File: config.mk
export PLATFORM = sky130hd
export DESIGN_NAME = etc_mode_scheduler
export DESIGN_NICKNAME = d
export VERILOG_FILES = /design/src/rtl/etc_mode_scheduler_pkg.sv /design/src/rtl/etc_period_timer.sv /design/src/rtl/etc_mode_scheduler.sv
export SDC_FILE = /design/constraint.sdc
export NUM_CORES = 1
export LEC_CHECK = 0
export CORE_UTILIZATION = 33
export DETAILED_ROUTE_END_ITERATION = 8
export GPL_TIMING_DRIVEN = 0
export PLACE_DENSITY = 0.61
export SYNTH_ARGS = -nofsm -noshare
export SYNTH_HDL_FRONTEND = slang
export SYNTH_HIERARCHICAL = 1
export SYNTH_SLANG_ARGS = --single-unit
File: constraint.sdc
create_clock -name clk -period 17.1 [get_ports clk]
set_clock_uncertainty 0.05 [all_clocks]
set_input_delay 3.42 -clock clk [delete_from_list [all_inputs] [get_ports clk]]
set_output_delay 3.42 -clock clk [all_outputs]
set_load 0.1 [all_outputs]
File: src/rtl/etc_mode_scheduler_pkg.sv
// Shared encodings for the event-triggered sensing scheduler: FSM states,
// power-mode codes, alert levels and debug_bus field offsets.
package iah_etc_pkg;

  typedef enum logic [1:0] {
    ST_SLEEP  = 2'd0,
    ST_IDLE   = 2'd1,
    ST_ACTIVE = 2'd2,
    ST_ALERT  = 2'd3
  } state_t;

  localparam logic [2:0] PM_SLEEP  = 3'b001;
  localparam logic [2:0] PM_IDLE   = 3'b010;
  localparam logic [2:0] PM_ACTIVE = 3'b100;

  localparam logic [1:0] LVL_NONE = 2'd0;
  localparam logic [1:0] LVL_LOW  = 2'd1;
  localparam logic [1:0] LVL_MID  = 2'd2;
  localparam logic [1:0] LVL_HIGH = 2'd3;

  localparam int DBG_STATE_LSB = 0;
  localparam int DBG_HIT_LSB   = 2;
  localparam int DBG_QUIET_LSB = 6;
  localparam int DBG_PEND_BIT  = 14;
  localparam int DBG_OVR_BIT   = 15;
  localparam int DBG_CNT_LSB   = 16;

  // 9-bit compares so 2*thr and 1.5*thr cannot wrap for large thresholds.
  function automatic logic [1:0] score_level(input logic [7:0] score,
                                             input logic [7:0] thr);
    logic [8:0] s9, dbl, one_half;
    s9       = {1'b0, score};
    dbl      = {thr, 1'b0};
    one_half = {1'b0, thr} + {2'b00, thr[7:1]};
    if (s9 >= dbl)           return LVL_HIGH;
    else if (s9 >= one_half) return LVL_MID;
    return LVL_LOW;
  endfunction

  function automatic logic [2:0] mode_code(input state_t s);
    case (s)
      ST_SLEEP: return PM_SLEEP;
      ST_IDLE:  return PM_IDLE;
      default:  return PM_ACTIVE;
    endcase
  endfunction

endpackage

File: src/rtl/etc_period_timer.sv
// Down-counting sample period timer with a single-outstanding request
// handshake and a sticky overrun flag for expiries that find a request pending.
module etc_period_timer #(
  parameter int CNT_W      = 16,
  parameter int RST_PERIOD = 1000
) (
  input  logic             clk,
  input  logic             rst,
  input  logic [CNT_W-1:0] period,
  input  logic             reload,
  input  logic             ack,
  output logic             expire,
  output logic             pending,
  output logic             overrun,
  output logic [CNT_W-1:0] count
);

  assign expire = (count == '0);

  always_ff @(posedge clk) begin
    if (rst) begin
      count   <= CNT_W'(RST_PERIOD - 1);
      pending <= 1'b0;
      overrun <= 1'b0;
    end else begin
      if (reload || expire) count <= period - CNT_W'(1);
      else                  count <= count - CNT_W'(1);
      // An expiry that finds a request outstanding is dropped, not queued.
      if (pending) begin
        if (ack)    pending <= 1'b0;
        if (expire) overrun <= 1'b1;
      end else if (expire) begin
        pending <= 1'b1;
      end
    end
  end

endmodule

File: src/rtl/etc_mode_scheduler.sv
// Power-mode scheduler: SLEEP/IDLE/ACTIVE/ALERT FSM driven by fused risk
// scores, with a per-mode sample period timer and alert severity tracking.
module etc_mode_scheduler
  import iah_etc_pkg::*;
#(
  parameter int SLEEP_PERIOD      = 1000,
  parameter int IDLE_PERIOD       = 100,
  parameter int ACTIVE_PERIOD     = 10,
  parameter int THRESHOLD_DEFAULT = 5,
  parameter int CONFIRM_HITS      = 3,
  parameter int QUIET_SAMPLES     = 8,
  parameter int HOLD_CYCLES       = 500
) (
  input  logic        clk,
  input  logic        rst,
  input  logic        wake_in,
  input  logic        score_valid,
  input  logic [7:0]  score,
  input  logic [7:0]  thr_in,
  input  logic        sample_ack,
  input  logic        cancel_in,
  output logic        sample_req,
  output logic [2:0]  power_mode,
  output logic        alert_out,
  output logic [1:0]  alert_level,
  output logic [31:0] debug_bus
);

  localparam int         CW        = 16;
  localparam logic [4:0] HIT_LIM   = 5'(CONFIRM_HITS);
  localparam logic [8:0] QUIET_LIM = 9'(QUIET_SAMPLES);
  localparam logic [15:0] HOLD_LIM = 16'(HOLD_CYCLES);

  state_t        state_q, state_d;
  logic [7:0]    thr;
  logic          hit, miss, hit_done, quiet_done, changed;
  logic [3:0]    hit_q, hit_d;
  logic [7:0]    quiet_q, quiet_d;
  logic [15:0]   dwell_q, dwell_d;
  logic [1:0]    lvl_q, lvl_d, lvl_now;
  logic [2:0]    pm_q;
  logic          alert_q;
  logic [CW-1:0] period_sel, tcount;
  logic          expire, pending, overrun;
  logic [31:0]   dbg;

  assign thr        = (thr_in == 8'd0) ? 8'(THRESHOLD_DEFAULT) : thr_in;
  assign hit        = score_valid && (score >= thr);
  assign miss       = score_valid && (score < thr);
  assign hit_done   = ({1'b0, hit_q} + 5'd1) >= HIT_LIM;
  assign quiet_done = ({1'b0, quiet_q} + 9'd1) >= QUIET_LIM;
  assign lvl_now    = score_level(score, thr);

  always_comb begin
    state_d = state_q;
    case (state_q)
      ST_SLEEP:  if (hit) state_d = ST_ACTIVE;
                 else if (wake_in) state_d = ST_IDLE;
      ST_IDLE:   if (hit) state_d = ST_ACTIVE;
                 else if (miss && quiet_done) state_d = ST_SLEEP;
      ST_ACTIVE: if (hit && hit_done) state_d = ST_ALERT;
                 else if (miss && quiet_done) state_d = ST_IDLE;
      // Scores never leave ALERT; only an accepted cancel does.
      ST_ALERT:  if (cancel_in && (dwell_q >= HOLD_LIM)) state_d = ST_IDLE;
      default:   state_d = ST_SLEEP;
    endcase
  end

  assign changed = (state_d != state_q);

  always_comb begin
    hit_d = hit_q;
    if (changed) hit_d = '0;
    else if (state_q == ST_ACTIVE && hit && hit_q != 4'hF) hit_d = hit_q + 4'd1;
    else if (state_q == ST_ACTIVE && miss) hit_d = '0;

    quiet_d = quiet_q;
    if (changed || hit) quiet_d = '0;
    else if (miss && quiet_q != 8'hFF) quiet_d = quiet_q + 8'd1;

    dwell_d = dwell_q;
    if (changed) dwell_d = '0;
    else if (state_q == ST_ALERT && dwell_q != 16'hFFFF) dwell_d = dwell_q + 16'd1;

    // Level latches on entry, then only ratchets upward while in ALERT.
    lvl_d = lvl_q;
    if (state_d != ST_ALERT) lvl_d = LVL_NONE;
    else if (state_q != ST_ALERT) lvl_d = lvl_now;
    else if (hit && lvl_now > lvl_q) lvl_d = lvl_now;

    case (state_d)
      ST_SLEEP: period_sel = CW'(SLEEP_PERIOD);
      ST_IDLE:  period_sel = CW'(IDLE_PERIOD);
      default:  period_sel = CW'(ACTIVE_PERIOD);
    endcase
  end

  always_ff @(posedge clk) begin
    if (rst) begin
      state_q <= ST_SLEEP;
      hit_q   <= '0;
      quiet_q <= '0;
      dwell_q <= '0;
      lvl_q   <= LVL_NONE;
      pm_q    <= PM_SLEEP;
      alert_q <= 1'b0;
    end else begin
      state_q <= state_d;
      hit_q   <= hit_d;
      quiet_q <= quiet_d;
      dwell_q <= dwell_d;
      lvl_q   <= lvl_d;
      pm_q    <= mode_code(state_d);
      alert_q <= (state_d == ST_ALERT);
    end
  end

  etc_period_timer #(
    .CNT_W      (CW),
    .RST_PERIOD (SLEEP_PERIOD)
  ) u_timer (
    .clk     (clk),
    .rst     (rst),
    .period  (period_sel),
    .reload  (changed),
    .ack     (sample_ack),
    .expire  (expire),
    .pending (pending),
    .overrun (overrun),
    .count   (tcount)
  );

  always_comb begin
    dbg = '0;
    if (!rst) begin
      dbg[DBG_STATE_LSB +: 2] = state_q;
      dbg[DBG_HIT_LSB +: 4]   = hit_q;
      dbg[DBG_QUIET_LSB +: 8] = quiet_q;
      dbg[DBG_PEND_BIT]       = pending;
      dbg[DBG_OVR_BIT]        = overrun;
      dbg[DBG_CNT_LSB +: 16]  = tcount;
    end
  end

  // Outputs are forced to their idle values for as long as rst is held.
  assign sample_req  = pending & ~rst;
  assign alert_out   = alert_q & ~rst;
  assign alert_level = rst ? LVL_NONE : lvl_q;
  assign power_mode  = rst ? PM_SLEEP : pm_q;
  assign debug_bus   = dbg;

endmodule
; Word level (Yosys, flattened, before mapping)
; Index checks and enable logic that the tools add are counted.
[word_totals]
ff_bits = 54
output_inout_bits = 39
word_cells = 90
[op_classes]
n_addsub = 8
order_cmp = 8
eq_ne = 11
mux = 27
bitwise = 3
reduce_logical = 23
[op_table]
columns = op, count
row1 = 32-bit 2-to-1 mux, 1
row2 = 2-bit 2-to-1 mux, 13
row3 = 10-bit case mux with 2 select lines, 1
row4 = 8-bit by 9-bit greater-or-equal comparator with 1-bit output, 2
row5 = "16-bit by 1-bit adder with 16-bit output, second input constant", 1
row6 = "16-bit by 9-bit greater-or-equal comparator with 1-bit output, second input constant", 1
row7 = 16-bit zero test, 1
row8 = 16-bit 2-to-1 mux, 1
row9 = "16-bit inequality test, second input constant", 1
row10 = "16-bit by 1-bit subtractor with 16-bit output, second input constant", 1
row11 = 1-bit logical AND, 11
row12 = "10-bit by 1-bit subtractor with 11-bit output, second input constant", 1
row13 = "8-bit by 1-bit adder with 9-bit output, second input constant", 1
row14 = 8-bit by 7-bit adder with 9-bit output, 1
row15 = "9-bit by 4-bit greater-or-equal comparator with 1-bit output, second input constant", 1
row16 = "8-bit by 1-bit adder with 8-bit output, second input constant", 1
row17 = 8-bit greater-or-equal comparator, 1
row18 = 8-bit zero test, 1
row19 = 8-bit less-than comparator, 1
row20 = 4-bit 2-to-1 mux, 2
row21 = 8-bit 2-to-1 mux, 1
row22 = "8-bit inequality test, second input constant", 1
row23 = 2-bit case mux with 4 select lines, 1
row24 = "2-bit equality test, second input constant", 3
row25 = 18 further kinds, 30

; Longest topological paths before layout
[depth]
ltp_word = 12
mapped_depth = 24
ltp_nobuf = 24

; Modules after synthesis
; Netlist, hierarchy kept.
[by_module_without_submodules]
columns = mod, instances, cells_per_inst, area_per_inst_um2
row1 = etc_mode_scheduler, 1, 407, 3208.1
row2 = etc_period_timer, 1, 138, 1233.7

; Worst setup path before layout
; OpenSTA, ideal clock, no wires.
[synth_path]
path_kind = input to output
start = input port rst
end = output port debug_bus[14]
arrival_ns = 5.688
t_required_ns = 13.630
slack_ns = 7.942
path_stages = 4
n_path_buf = 3
path_cell_list = clkbuf_1 > clkbuf_1 > nor2b_1 > buf_4
[synth_via]
elab_chain_len = 1
[synth_lines]
columns = element, line_no
row1 = start: declaration, etc_mode_scheduler.sv:15  ; input logic rst,
row2 = 32-bit 2-to-1 mux, etc_mode_scheduler.sv:135  ; if (!rst) begin
row3 = end: declaration, etc_mode_scheduler.sv:26  ; output logic [31:0] debug_bus
; Every way passes these cells.

; Worst setup path in the final report
[layout_path]
start = input port rst
end = output port power_mode[0]
[layout_via]
elab_chain_len = 1
[layout_lines]
columns = element, line_no
row1 = 3-bit 2-to-1 mux, etc_mode_scheduler.sv:149  ; assign power_mode = rst ? PM_SLEEP : pm_q;
row2 = end: declaration, etc_mode_scheduler.sv:23  ; output logic [2:0] power_mode,
; Every way passes these cells.

==> impl_summary.txt <==
----------------------------------------------------
[Critical path]
  Startpoint of the most critical register-to-register path ... quiet_q[0]
  Depth of the worst register-to-register path ... 18
  Crit-path slowest cell ... clkdlybuf4s50_1
  Stages on worst setup path ... 5
  Delay contributed by the slowest stage of the critical path ... around 1.1 ns
  Startpoint types ... input port
  Critical path's top delay family ... buffers and inverters
  Flop-to-flop setup slack ... approximately 13 ns
  Series of cell instances along the critical path ... clkdlybuf4s50_1 -> clkbuf_1 -> buf_1 -> or2_2 -> clkdlybuf4s50_1
  Most Frequent Cell on Critical Path ... clkdlybuf4s50_1
  Category of the most critical setup path ... in2out
  Data arrival time at the worst-slack endpoint ... about 6.4 ns
  Critical Path RT ... 13.63 ns
  Worst flop-to-flop path endpoint ... u_timer/count[14]
  CP Capture Type ... output port
  Crit Path Max Fanout ... 10
  Combined buffer and inverter count along the critical path ... 4

[Cells and area]
  Filler cell count in the final layout ... around 1300
  Proportion of layout cells with a drive suffix above 1 ... 0.108
  Commonest cells after routing, fill and taps aside ... clkdlybuf4s50_1, dfxtp_1, nor2_1
  Utilization after layout ... 0.415
  Antenna Diode Count ... 0
  Layout overhead on the synthesized area ... 23.1%
  Number of nets in the layout ... approximately 700
  Design Area, Final ... 5470 um^2
  Commonest non-fill, non-tap cell in the layout ... clkdlybuf4s50_1

[Min path]
  Startpoint of the tightest hold check path ... u_timer/overrun
  Min-delay worst type ... reg2reg
  Hold Path Stages ... 2
  Worst hold endpoint ... u_timer/overrun

[STA]
  Setup violators final ... 0
  Share of the clock period used by the worst path after layout ... 0.577
  Final sum of negative setup slack ... 0 ns
  Fmax ... about 100 MHz
  Slew at the pin with the worst max-slew slack ... ~1 ns
  Time the final worst path needs with I/O delays and setup ... 9.87 ns
  Setup repair after global routing missed its margin ... false
  Worst Setup Slack, final ... 7.23 ns
  Hold violation total from the final report ... 0
  Max-slew violations ... 0
  Tightest slew margin relative to the limit ... 0.343

[Pwr]
  Power density cells ... 80.8 nW/um^2
  Peak supply drop ... slightly below 0.05 mV
  Leakage power of the design ... approximately 2.1 nW

[Clock tree]
  Clk sinks ... between 50 and 60
  CTS tree ... built
  Number of cells upsized or downsized after cts ... 0
  Clk root buf ... clkbuf_16
  Later-pin clock latency in the skew report ... ~0.30 ns
  Number of setup buffers added after CTS ... 0
  Reg clk slew, reported paths ... 0.07 ns
  Number of clock buffers inserted by TritonCTS ... 5
  Clock H-tree levels ... 2
  Post-cts hold buffer count ... 0
  Clock Tree Buf Depth ... 2

[Die]
  Initial standard-cell utilization of the core ... 0.337
  Number of core rows ... 42
  Floorplan die width ... approximately 120 um
  Y dimension of the die ... about 120 um
  Die Footprint ... approximately 14000 um^2
  Area of the placeable core ... between 10000 and 15000 um^2
  I/O pin total ... just over 60

[Routing]
  Drt pass-1 iters ... 4
  Average wire length per cell after detail routing ... 13.4 um
  Antenna viol nets, final ... 0
  DR iter-0 viols ... roughly 170
  Detailed-route DRC error count ... 0
  Aggregate routed wire length ... 10800 um
  Vias per Instance ... a little under 5
  Vias after detailed routing ... approximately 4000

[Run status]
  Status ... finished, final reports clean

[Synthesis]
  Ys flop type ... dfxtp_1
  Sequential element share of the synthesized area ... 0.243
  Area share of the largest cell type after synthesis ... 0.243
  Synth area leader ... dfxtp_1
  Register bit total from synthesis ... 54
  Post-synthesis cell count ... 545
  Avg Cell Area, Syn ... between 8 and 9 um^2
  Number of distinct library cells after synthesis ... 74
  Asr flop ratio synth ... 0
  Yosys warning total ... 6
  Ranking of synthesized cells by area ... dfxtp_1, ha_1, nor2b_1, nor2_1, xnor2_1
  Post-synth design cell area ... 4440 um^2
  Number of enable flip-flop cells after synthesis ... 0

[Placed design]
  HPWL after DPL ... between 8000 and 9000 um
  Post-placement worst setup slack ... approximately 7.2 ns
  Cell area after placement ... approximately 5300 um^2
  Routability congestion estimate from global placement ... approximately 0.85
  IO Port Bufs ... between 50 and 60

[Global routing]
  Total grt overflow ... 0
  Initial antenna violation count ... 0
  Maximum number of pins on one net before global-route repair ... 20
  Wire length of the first global-routing pass ... about 18000 um
  Vias in the first global route ... around 3900
  Combined global-route utilization of all metal layers ... 0.157

[Flow run]
  Max-capacitance violation count ... 0

----------------------------------------------------
## worst reg2reg max path, delay by kind of cell (launching register included)
family          cells  cell delay, ns
buf+inv             2            0.33
compound gates      5            0.93
mux                 1            0.18
xor+xnor            1            0.10
flops               1            0.36
simple gates        7            2.11
fa+ha+maj           2            0.49
## metal layers
metal	wire length, um	part of all wire	up-vias	GRT usage
met4	148	0.014	0	0.0417
li1	-	-	2074	-
met2	5280	0.49	63	0.283
met5	0	0	-	0
met3	266	0.025	10	0.0218
met1	5080	0.47	1813	0.194
## registers in the layout, indices dropped and copies added (netlist names), 2 cells and up
register / flops
lvl_q: 2
hit_q: 4
pm_q: 3
u_timer/count: 16
quiet_q: 8
dwell_q: 16
state_q: 2
## cells in the mapped netlist (3+ instances only)
library cell and instances:
a211oi_1 7, a21o_1 6, a21oi_1 19, a21oi_2 3, a31oi_1 3, and2_1 6, and3_1 6, and4_1 4
buf_6 3, clkbuf_1 8, dfxtp_1 54, ha_1 39, inv_1 31, mux2_2 4, mux2i_1 18, nand2_1 38
nand2b_1 6, nand3_1 22, nand3b_1 3, nand4_1 7, nor2_1 51, nor2_2 19, nor2b_1 34, nor3_1 16
nor3b_2 3, nor4_1 5, nor4_2 3, o21ai_0 18, o21ai_1 6, o221ai_1 3, o31ai_1 3, or3_1 9
xnor2_1 21, xor2_1 16
## final cells by class
cell class	count	area, um^2	area share
Clock inverter	3	26.3	0.00480
Tap cell	176	220	0.0403
Timing Repair Buffer	58	581	0.106
Multi-Input combinational cell	464	3230	0.590
Inverter	32	120	0.0220
Buffer	15	87.6	0.0160
Clock buffer	5	125	0.0229
Sequential cell	54	1080	0.198
## power breakdown
| part | switching [W] | internal [W] | total [W] |
|---|---|---|---|
| logic | 0.000121 | 0.0000648 | 0.000186 |
| registers | 0.0000127 | 0.000137 | 0.000149 |
| clock network | 0.0000503 | 0.0000558 | 0.000106 |
| total | 0.000184 | 0.000257 | 0.000442 |
## how the worst max path moves through the flow
stage	from	endpoint	slack, ns
final	rst	power_mode[0]	7.23
after global routing	rst	power_mode[0]	7.09
after detailed placement	rst	power_mode[0]	7.22
after CTS	rst	power_mode[0]	7.22
after global placement	rst	power_mode[0]	7.25
after floorplan	rst	debug_bus[14]	7.94
## stage by stage
| stage | cells | hold slack (ns) | total power [W] |
|---|---|---|---|
| 2_1_floorplan | 565 | 0.379 | 0.000295 |
| 3_3_place_gp | 799 | 0.429 | 0.000335 |
| 3_5_place_dp | 799 | 0.447 | 0.000338 |
| 4_1_cts | 807 | 0.468 | 0.000446 |
| 5_1_grt | 807 | 0.497 | 0.000467 |
| 6_report | 807 | 0.443 | 0.000442 |
## cells by family after synthesis
family | Yosys count | synth area share
AND/OR/NAND/NOR | 249 | 0.318
AO/OA/AOI/OAI | 95 | 0.154
flip-flops | 54 | 0.243
buffers and inverters | 47 | 0.0468
adder cells (fa/ha/maj) | 39 | 0.110
XOR/XNOR | 37 | 0.0730
multiplexers | 23 | 0.0541
other | 1 | 0.000844
Power figures use the tool's default switching activity.
